### src/rtl/sme_wild.sv
// sme_wild -- parametrised string-matching engine with anchors and a single
// zero-or-more wildcard.
//
// A target string and a pattern are loaded one character per cycle. The
// engine then searches the pattern against the string and reports whether it
// was found. It also reports the leftmost start index of the match.
//
// Pattern elements:
//   literal  matches one equal character
//   '.'      matches any one character
//   '^'      zero-width: start of string or just after a space
//   '$'      zero-width: end of string or just before a space
//   '*'      the first one splits the pattern into HEAD and TAIL and
//            stands for zero or more characters; later '*' are literals
//
// HEAD is tried at start positions 0..L. The first hit fixes match_index.
// TAIL is then tried at cursor positions from the end of HEAD up to L. A TAIL
// failure ends the search; the engine does not retry a later HEAD start.
//
// Ports:
//   clk          rising-edge clock
//   reset        synchronous, active-high
//   chardata     character presented with isstring / ispattern
//   isstring     chardata is the next string character (wins over ispattern)
//   ispattern    chardata is the next pattern character
//   busy         search in progress; inputs ignored while high
//   valid        one-cycle result strobe
//   match        pattern found (held until the next valid)
//   match_index  start of leftmost match, 0 when no match (held)

module sme_wild #(
  parameter  int CHAR_W  = 8,
  parameter  int MAX_STR = 32,
  parameter  int MAX_PAT = 16,
  localparam int IDX_W   = $clog2(MAX_STR) + 1
) (
  input  logic              clk,
  input  logic              reset,
  input  logic [CHAR_W-1:0] chardata,
  input  logic              isstring,
  input  logic              ispattern,
  output logic              busy,
  output logic              valid,
  output logic              match,
  output logic [IDX_W-1:0]  match_index
);

  // Address widths for the two buffers. The length registers carry one
  // extra bit so they can hold the full buffer depth.
  localparam int SAW = $clog2(MAX_STR);
  localparam int PAW = $clog2(MAX_PAT);
  localparam int PW  = PAW + 1;

  localparam logic [IDX_W-1:0]  STR_MAX_V = IDX_W'(MAX_STR);
  localparam logic [PW-1:0]     PAT_MAX_V = PW'(MAX_PAT);

  localparam logic [CHAR_W-1:0] CH_DOT    = CHAR_W'(8'h2E);
  localparam logic [CHAR_W-1:0] CH_CARET  = CHAR_W'(8'h5E);
  localparam logic [CHAR_W-1:0] CH_DOLLAR = CHAR_W'(8'h24);
  localparam logic [CHAR_W-1:0] CH_STAR   = CHAR_W'(8'h2A);
  localparam logic [CHAR_W-1:0] CH_SPACE  = CHAR_W'(8'h20);

  typedef enum logic [1:0] {
    ST_LOAD,
    ST_HEAD,
    ST_TAIL,
    ST_DONE
  } state_t;

  state_t state;

  logic [CHAR_W-1:0] str_buf [MAX_STR];
  logic [CHAR_W-1:0] pat_buf [MAX_PAT];
  logic [IDX_W-1:0]  str_len;
  logic [PW-1:0]     pat_len;
  logic              new_str;
  logic              has_star;
  logic [PW-1:0]     star_pos;

  // base is the HEAD start (st) while in HEAD, and the TAIL start (q) while
  // in TAIL. cur is the string cursor and ep is the pattern element pointer.
  logic [IDX_W-1:0]  base;
  logic [IDX_W-1:0]  cur;
  logic [PW-1:0]     ep;
  logic              res_match;
  logic [IDX_W-1:0]  res_index;

  logic [PW-1:0]     seg_end;
  logic              at_end;
  logic [CHAR_W-1:0] elem;
  logic              in_str;
  logic [CHAR_W-1:0] ch_cur;
  logic [CHAR_W-1:0] ch_prev;
  logic [IDX_W-1:0]  cur_m1;
  logic              elem_ok;
  logic              elem_adv;
  logic [IDX_W-1:0]  cur_next;

  // Evaluate the single pattern element under ep against the cursor.
  // HEAD ends at the first star (or at the pattern end when there is no
  // star). TAIL always ends at the pattern end. Reads of the string are
  // guarded so that the cursor may sit one past the last character.
  always_comb begin
    seg_end  = (state == ST_TAIL || !has_star) ? pat_len : star_pos;
    at_end   = (ep >= seg_end);
    elem     = (ep < PAT_MAX_V) ? pat_buf[ep[PAW-1:0]] : '0;
    in_str   = (cur < str_len);
    ch_cur   = in_str ? str_buf[cur[SAW-1:0]] : '0;
    cur_m1   = cur - IDX_W'(1);
    ch_prev  = (cur != '0) ? str_buf[cur_m1[SAW-1:0]] : '0;
    elem_ok  = 1'b0;
    elem_adv = 1'b0;
    if (elem == CH_DOT) begin
      elem_ok  = in_str;
      elem_adv = in_str;
    end else if (elem == CH_CARET) begin
      elem_ok  = (cur == '0) || (ch_prev == CH_SPACE);
    end else if (elem == CH_DOLLAR) begin
      elem_ok  = !in_str || (ch_cur == CH_SPACE);
    end else begin
      // Anything else, including a '*' after the first one, is a literal.
      elem_ok  = in_str && (ch_cur == elem);
      elem_adv = elem_ok;
    end
    cur_next = cur + IDX_W'(elem_adv);
  end

  // Main controller: loading, the two search phases, and result delivery.
  // The result registers are copied to the outputs in DONE so that match
  // and match_index change together with the valid strobe.
  always_ff @(posedge clk) begin
    if (reset) begin
      state       <= ST_LOAD;
      valid       <= 1'b0;
      match       <= 1'b0;
      match_index <= '0;
      busy        <= 1'b0;
      str_len     <= '0;
      pat_len     <= '0;
      new_str     <= 1'b1;
      has_star    <= 1'b0;
      star_pos    <= '0;
      base        <= '0;
      cur         <= '0;
      ep          <= '0;
      res_match   <= 1'b0;
      res_index   <= '0;
    end else begin
      valid <= 1'b0;
      case (state)
        ST_LOAD: begin
          if (isstring) begin
            // The first string character after a result replaces the
            // whole string. Later characters append until the buffer is full.
            if (new_str) begin
              str_buf[0] <= chardata;
              str_len    <= IDX_W'(1);
              new_str    <= 1'b0;
            end else if (str_len < STR_MAX_V) begin
              str_buf[str_len[SAW-1:0]] <= chardata;
              str_len                   <= str_len + IDX_W'(1);
            end
          end else if (ispattern) begin
            if (pat_len < PAT_MAX_V) begin
              pat_buf[pat_len[PAW-1:0]] <= chardata;
              pat_len                   <= pat_len + PW'(1);
              if (chardata == CH_STAR && !has_star) begin
                has_star <= 1'b1;
                star_pos <= pat_len;
              end
            end
          end else if (pat_len != '0) begin
            state     <= ST_HEAD;
            busy      <= 1'b1;
            base      <= '0;
            cur       <= '0;
            ep        <= '0;
            res_match <= 1'b0;
            res_index <= '0;
          end
        end

        ST_HEAD: begin
          if (at_end) begin
            res_index <= base;
            if (has_star) begin
              state <= ST_TAIL;
              base  <= cur;
              ep    <= star_pos + PW'(1);
            end else begin
              res_match <= 1'b1;
              state     <= ST_DONE;
            end
          end else if (elem_ok) begin
            cur <= cur_next;
            ep  <= ep + PW'(1);
          end else if (base >= str_len) begin
            res_match <= 1'b0;
            res_index <= '0;
            state     <= ST_DONE;
          end else begin
            base <= base + IDX_W'(1);
            cur  <= base + IDX_W'(1);
            ep   <= '0;
          end
        end

        ST_TAIL: begin
          // res_index already holds the HEAD start. A TAIL failure at the
          // last position clears it, since a no-match reports index 0.
          if (at_end) begin
            res_match <= 1'b1;
            state     <= ST_DONE;
          end else if (elem_ok) begin
            cur <= cur_next;
            ep  <= ep + PW'(1);
          end else if (base >= str_len) begin
            res_match <= 1'b0;
            res_index <= '0;
            state     <= ST_DONE;
          end else begin
            base <= base + IDX_W'(1);
            cur  <= base + IDX_W'(1);
            ep   <= star_pos + PW'(1);
          end
        end

        ST_DONE: begin
          valid       <= 1'b1;
          busy        <= 1'b0;
          match       <= res_match;
          match_index <= res_index;
          pat_len     <= '0;
          has_star    <= 1'b0;
          star_pos    <= '0;
          new_str     <= 1'b1;
          state       <= ST_LOAD;
        end

        default: state <= ST_LOAD;
      endcase
    end
  end

endmodule
### config.mk
export PLATFORM = sky130hd
export DESIGN_NAME = sme_wild
export DESIGN_NICKNAME = d
export VERILOG_FILES = /design/src/rtl/sme_wild.sv
export SDC_FILE = /design/constraint.sdc
export NUM_CORES = 1
export LEC_CHECK = 0
export BUFFER_PORTS_ARGS = -buffer_cell sky130_fd_sc_hd__buf_2
export CORE_MARGIN = 2
export CORE_UTILIZATION = 45
export DETAILED_ROUTE_END_ITERATION = 8
export HOLD_SLACK_MARGIN = 0.02
export PLACE_DENSITY_LB_ADDON = 0.3
export SETUP_SLACK_MARGIN = 0.5
export SLEW_MARGIN = 20
export SYNTH_ARGS = -nofsm -noshare
export SYNTH_HDL_FRONTEND = slang
export SYNTH_SLANG_ARGS = --single-unit
### constraint.sdc
create_clock -name clk -period 9.6 [get_ports clk]
set_input_delay 1.92 -clock clk [delete_from_list [all_inputs] [get_ports clk]]
set_output_delay 1.92 -clock clk [all_outputs]
set_load 0.01 [all_outputs]
==> results_dict.tcl, run 1 <==
set metrics [dict create \
    post_cts_resized 0 \
    post_cts_buffers 0 \
    tightestPinTransition_ns 0.9854 \
    first_iter_violations 1609 \
    dp_hpwl_mm 33.79 \
    finalSetupViolations 0 \
    numCtsBuffers 46 \
    core-area_mm2 0.04432 \
    hold_ws_ns 0.4961 \
    worstHoldStart "res_index[1]$_SDFFE_PP0P_" \
    wl_met2_mm 24.01 \
    path_buf_inv 1 \
    ios 21 \
    path_clk_slew_ns 0.06 \
    cts_max_level 2 \
    top_layer "met4" \
    first_pass_iters 6 \
    hold_path.class "flip-flop to flip-flop" \
    wl_per_cell_um 25.33 \
    wl_met1_mm 21.15 \
    worstPathCellList "inv_1, ha_1, nor2b_1, nand3_1, and4_1, mux2i_1, a22oi_1, o2111a_1, or3_1, nand2_1, and2_1, o21ai_0, o22ai_1" \
    required_ns 10.09 \
    antenna_found_initial 0 \
    cts_hold_buffers 0 \
    syn_area_per_cell_um2 14.57 \
    synth_top_family_by_area "multiplexers" \
    via_per_inst 6.264 \
    grt_pass1_vias 12480 \
    rows 77 \
    cts_max_path_buffers 3 \
    synthMuxAreaShare_pct 13.20 \
    crit_path_max_incr_delay_ns 0.78 \
    synth_adder_area_share_pct 1.917 \
    grt_max_degree 62 \
    layout.cells.non_filler 2030 \
    critPathKind "flip-flop to flip-flop" \
    slew_viol_final 0 \
    worstSetupEndpointType "flip-flop" \
    clock_skew_ns 0.01653 \
    fmax_mhz 183.0 \
    ant_nets 0 \
    overflow 0 \
    multi_input_area_mm2 0.006952 \
    fillers 3761 \
    cts_tree "yes" \
    ys.flop_type "edfxtp_1" \
    synthTopCellsByCount "edfxtp_1 (384), nor2_1 (114), mux4_2 (81)" \
    die_area_mm2 0.04668 \
    syn_inst 1389 \
    synth.largest_area_cell "edfxtp_1" \
    synth_nets 1432 \
    vias 12720 \
    critical-path-slowest-cell "dfxtp_1" \
    synth_compound_area_share_pct 7.203 \
    critical_path.startpoint "cur[0]$_SDFFE_PP0N_" \
    synthTopCellsByArea "edfxtp_1 (57%), mux4_2 (9.0%), dfxtp_1 (6.1%)" \
    die_h_um 216.1 \
    dp_cells 1946 \
    synth-simple-area-share_pct 11.25 \
    vdd_drop_max_v 0.0001616 \
    antenna_cells 0 \
    power_density_mw_per_mm2 204.0 \
    grt_pass1_wl_mm 77.99 \
    timing_hold_violations_final 0 \
    status "finished, final reports clean" \
    port_buffers 20 \
    slew_headroom_pct 34.31 \
    min_period_ns 5.463 \
    initial_utilization_pct 45.66 \
    drcViolationCount 0 \
    p_leak_nw 6.810 \
    crit_fanout 25 \
    met3WireLength_mm 4.704 \
    gp_congestion 0.9196 \
    gr-usage-all-layers_pct 22.07 \
    ys_async_sr_fraction_pct 0 \
    worstSetupStartpointType "flip-flop" \
    synth.cell_area_mm2 0.02024 \
    yosysTopAreaCellShare_pct 56.98 \
    fin_nets 1445 \
    synth-seq-cells 446 \
    ctsRootBufferMaster "clkbuf_16" \
    arrival_ns 5.96 \
    synth.distinct_cells 79 \
    drt-total-wl_mm 51.43 \
    syn2layout_area_growth_pct 10.55 \
    rsz0062_at_grt "no" \
    fin_setup_tns_ns 0 \
    die_w_um 216.1 \
    synth-edff-count 384 \
    cap_violations 0 \
    yosysMostFrequentCell "edfxtp_1" \
    synth_xor_area_share_pct 0.7790 \
    cts.sinks 446 \
    yosysWarnings 0 \
    cp_top_family "simple AND/OR/NAND/NOR gates" \
    period_share_pct 56.91 \
    r2r_start "cur[0]$_SDFFE_PP0N_" \
    final-seq-area_mm2 0.01278 \
    seq_area_frac_synth_pct 63.11 \
    clock_latency_ns 0.58 \
    drive_gt1_share_pct 14.81 \
]
-- cell type report --
cell class / count / share of cell area (%)
timing repair buffer: 40 / 1.130
tap: 592 / 3.311
clock inverter: 26 / 1.532
multi-input combinational: 842 / 31.07
sequential: 446 / 57.13
clock buffer: 58 / 5.391
inverter: 26 / 0.4362
-- per-layer routing --
| metal | vias to the layer above | GRT usage [%] |
|---|---|---|
| met5 | - | 0 |
| met4 | 0 | 6.712 |
| met3 | 102 | 4.407 |
| met2 | 662 | 34.87 |
| met1 | 6359 | 31.05 |
| li1 | 5592 | - |
-- cells by family (layout without fill, tap and decap cells) --
kind of cell	after synthesis	in the layout
fa+ha+maj	31	31
xor+xnor	18	18
buf+inv	101	150
simple gates	427	427
compound gates	204	204
flops	446	446
mux	162	162
-- tightest hold or removal path, delay by kind of cell (launching register included) --
kind | cells | cell delay (ns)
flip-flops | 1 | 0.32
AO/OA/AOI/OAI | 1 | 0.06
AND/OR/NAND/NOR | 1 | 0.06
-- per-stage QoR --
step / power, mW / util (%) / worst slack [ns] / area, um2
after floorplan: 2.591 / - / 5.589 / 20240
after global placement: 2.747 / 46.98 / 4.358 / 20820
after detailed placement: 2.756 / 46.98 / 4.280 / 20820
after CTS: 4.573 / 50.48 / 4.286 / 22370
after global routing: 4.723 / 50.48 / 3.894 / 22370
final: 4.564 / 50.48 / 4.137 / 22370
-- cells in the final DEF (no fill, tap or decap), types with 21 or more instances in the layout --
cell	n
clkbuf_16	46
nor3_1	27
inv_1	26
a22oi_1	33
a21oi_1	29
ha_1	31
mux2i_1	73
nor4_1	32
buf_4	21
dfxtp_1	59
nand2_1	72
a31oi_1	23
nor4b_1	31
nand3_1	50
edfxtp_1	384
nor2_1	114
mux4_2	81
-- state kept, by name, indices dropped and copies added (netlist names), 2 cells and up, named ones only --
signal	flops
match_index	6
pat_buf	128
star_pos	5
pat_len	5
str_len	6
cur	6
state	2
ep	5
res_index	6
base	6
str_buf	256
-- final timing paths --
check | end | slack, ns | depth (start not counted)
max | res_index[1]$_SDFFE_PP0P_ | 4.14 | 13
min | res_index[1]$_SDFFE_PP0P_ | 0.50 | 2
max reg2reg | res_index[1]$_SDFFE_PP0P_ | 4.14 | 13
min reg2reg | res_index[1]$_SDFFE_PP0P_ | 0.50 | 2
-- power breakdown --
group	internal (mW)	switching (mW)
Combinational	0.183	0.372
Clock	1.07	0.772
Sequential	2.13	0.0370
Total	3.38	1.18
Power figures use the tool's default switching activity.
==> run 2, diff against run 1 <==
==> constraint.sdc (replaced) <==
create_clock -name clk -period 5.5 [get_ports clk]
set_input_delay 1.1 -clock clk [delete_from_list [all_inputs] [get_ports clk]]
set_output_delay 1.1 -clock clk [all_outputs]
set_load 0.01 [all_outputs]
==> results_dict.tcl, run 2 (same netlist as run 1, synthesis figures left out) <==
set metrics [dict create \
    status "finished, final reports clean" \
    critPathKind "flip-flop to flip-flop" \
    die_h_um 216.1 \
    wl_met2_mm 25.65 \
    grt_pass1_wl_mm 79.44 \
    antenna_found_initial 0 \
    min_period_ns 4.849 \
    vdd_drop_max_v 0.0003356 \
    port_buffers 20 \
    layout_common_cells "edfxtp_1 (384), nor2_1 (114), mux4_2 (81)" \
    via_per_inst 6.284 \
    initial_utilization_pct 45.66 \
    syn2layout_area_growth_pct 11.21 \
    period_share_pct 88.16 \
    drive_gt1_share_pct 15.94 \
    max_flop_register "str_buf" \
    antenna_cells 0 \
    dp_cells 1951 \
    layout_commonest_cell "edfxtp_1" \
    cap_violations 0 \
    finalSetupViolations 0 \
    ant_nets 0 \
    largest_reg_flops 256 \
    tightestPinTransition_ns 0.9281 \
    first_pass_iters 5 \
    dp_hpwl_mm 35.54 \
    rsz0062_at_grt "no" \
    p_leak_nw 6.878 \
    top_layer "met4" \
    vias 12830 \
    clock_skew_ns 0.01855 \
    slew_viol_final 0 \
    rows 77 \
    ios 21 \
    fin_setup_tns_ns 0 \
    slew_headroom_pct 37.75 \
    path_clk_slew_ns 0.06 \
    cts_tree "yes" \
    drt-total-wl_mm 53.12 \
    required_ns 5.98 \
    power_density_mw_per_mm2 355.0 \
    grt_max_degree 58 \
    worstSetupEndpointType "flip-flop" \
    wl_per_cell_um 26.03 \
    worstSetupStartpointType "flip-flop" \
    first_iter_violations 1381 \
    final_area_mm2 0.02251 \
    arrival_ns 5.32 \
    clock_latency_ns 0.59 \
    cts.sinks 446 \
    core-area_mm2 0.04432 \
    layout.cells.non_filler 2041 \
    gr-usage-all-layers_pct 22.69 \
    die_w_um 216.1 \
    final-seq-area_mm2 0.01278 \
    cts_hold_buffers 0 \
    wl_met1_mm 21.49 \
    numCtsBuffers 47 \
    met3WireLength_mm 4.294 \
    grt_pass1_vias 12660 \
    crit_fanout 19 \
    timing_hold_violations_final 0 \
    hold_path.class "flip-flop to flip-flop" \
    gp_congestion 0.8936 \
    fin_nets 1453 \
    cts_max_level 2 \
    cts_max_path_buffers 3 \
    die_area_mm2 0.04668 \
    overflow 0 \
    drcViolationCount 0 \
    multi_input_area_mm2 0.006968 \
    place_area_mm2 0.02089 \
    ctsRootBufferMaster "clkbuf_16" \
    fillers 3728 \
    fmax_mhz 206.2 \
]
[run 2: cell type report]
cell class                 count  share of cell area [%]
clock inverter                33                   1.484
clock buffer                  55                   5.454
multi-input combinational    842                   30.96
inverter                      26                  0.4336
sequential                   446                   56.80
timing repair buffer          47                   1.579
tap                          592                   3.291
[run 2: path summary, 6_finish.rpt]
kind	slack, ns	depth (start not counted)	from	end
worst max-delay path	0.65	14	cur[0]$_SDFFE_PP0N_	ep[2]$_SDFFE_PP0N_
worst min-delay path	0.50	2	match_index[1]$_SDFFE_PP0P_	match_index[1]$_SDFFE_PP0P_
worst max register to register	0.65	14	cur[0]$_SDFFE_PP0N_	ep[2]$_SDFFE_PP0N_
worst min register to register	0.50	2	match_index[1]$_SDFFE_PP0P_	match_index[1]$_SDFFE_PP0P_
[run 2: repair_timing]
action                     CTS  global route
buffers inserted             0             2
resized for setup            3             1
setup endpoints to repair   30            25
[run 2: routing by layer]
layer	track usage (%)	vias to the layer above
met5	0	-
met4	7.922	0
met3	4.196	95
met2	36.94	579
met1	30.73	6543
li1	-	5608
[run 2: metrics by stage]
step	power (mW)	setup slack, ns	hold WS [ns]	util [%]
finish	7.989	0.6510	0.4965	50.78
global placement	4.816	0.1901	0.4750	47.12
CTS	8.023	0.7666	0.5003	50.67
detailed placement	4.835	0.3065	0.4842	47.14
floorplan	4.522	1.702	0.4620	-
global route	8.251	0.5239	0.5171	50.78
[run 2: report_power, final]
part | internal (mW) | switching (mW) | leakage (nW) | total, mW
clock network | 1.89 | 1.32 | 0.763 | 3.20
registers | 3.72 | 0.0708 | 3.96 | 3.80
logic | 0.333 | 0.656 | 2.16 | 0.989
total | 5.94 | 2.05 | 6.88 | 7.99
[run 2: worst max-delay path, cell delays in order, from the launching register on]
cell and delay (ns):
dfxtp_2 0.55, inv_1 0.27, ha_1 0.68, nor2b_1 0.50, nand3_1 0.25, and4_1 0.21
mux2i_1 0.41, a22oi_1 0.17, o2111a_1 0.20, or3_1 0.40, nand2_1 0.12, and2_2 0.40
buf_4 0.23, a21oi_1 0.08, o32ai_1 0.26
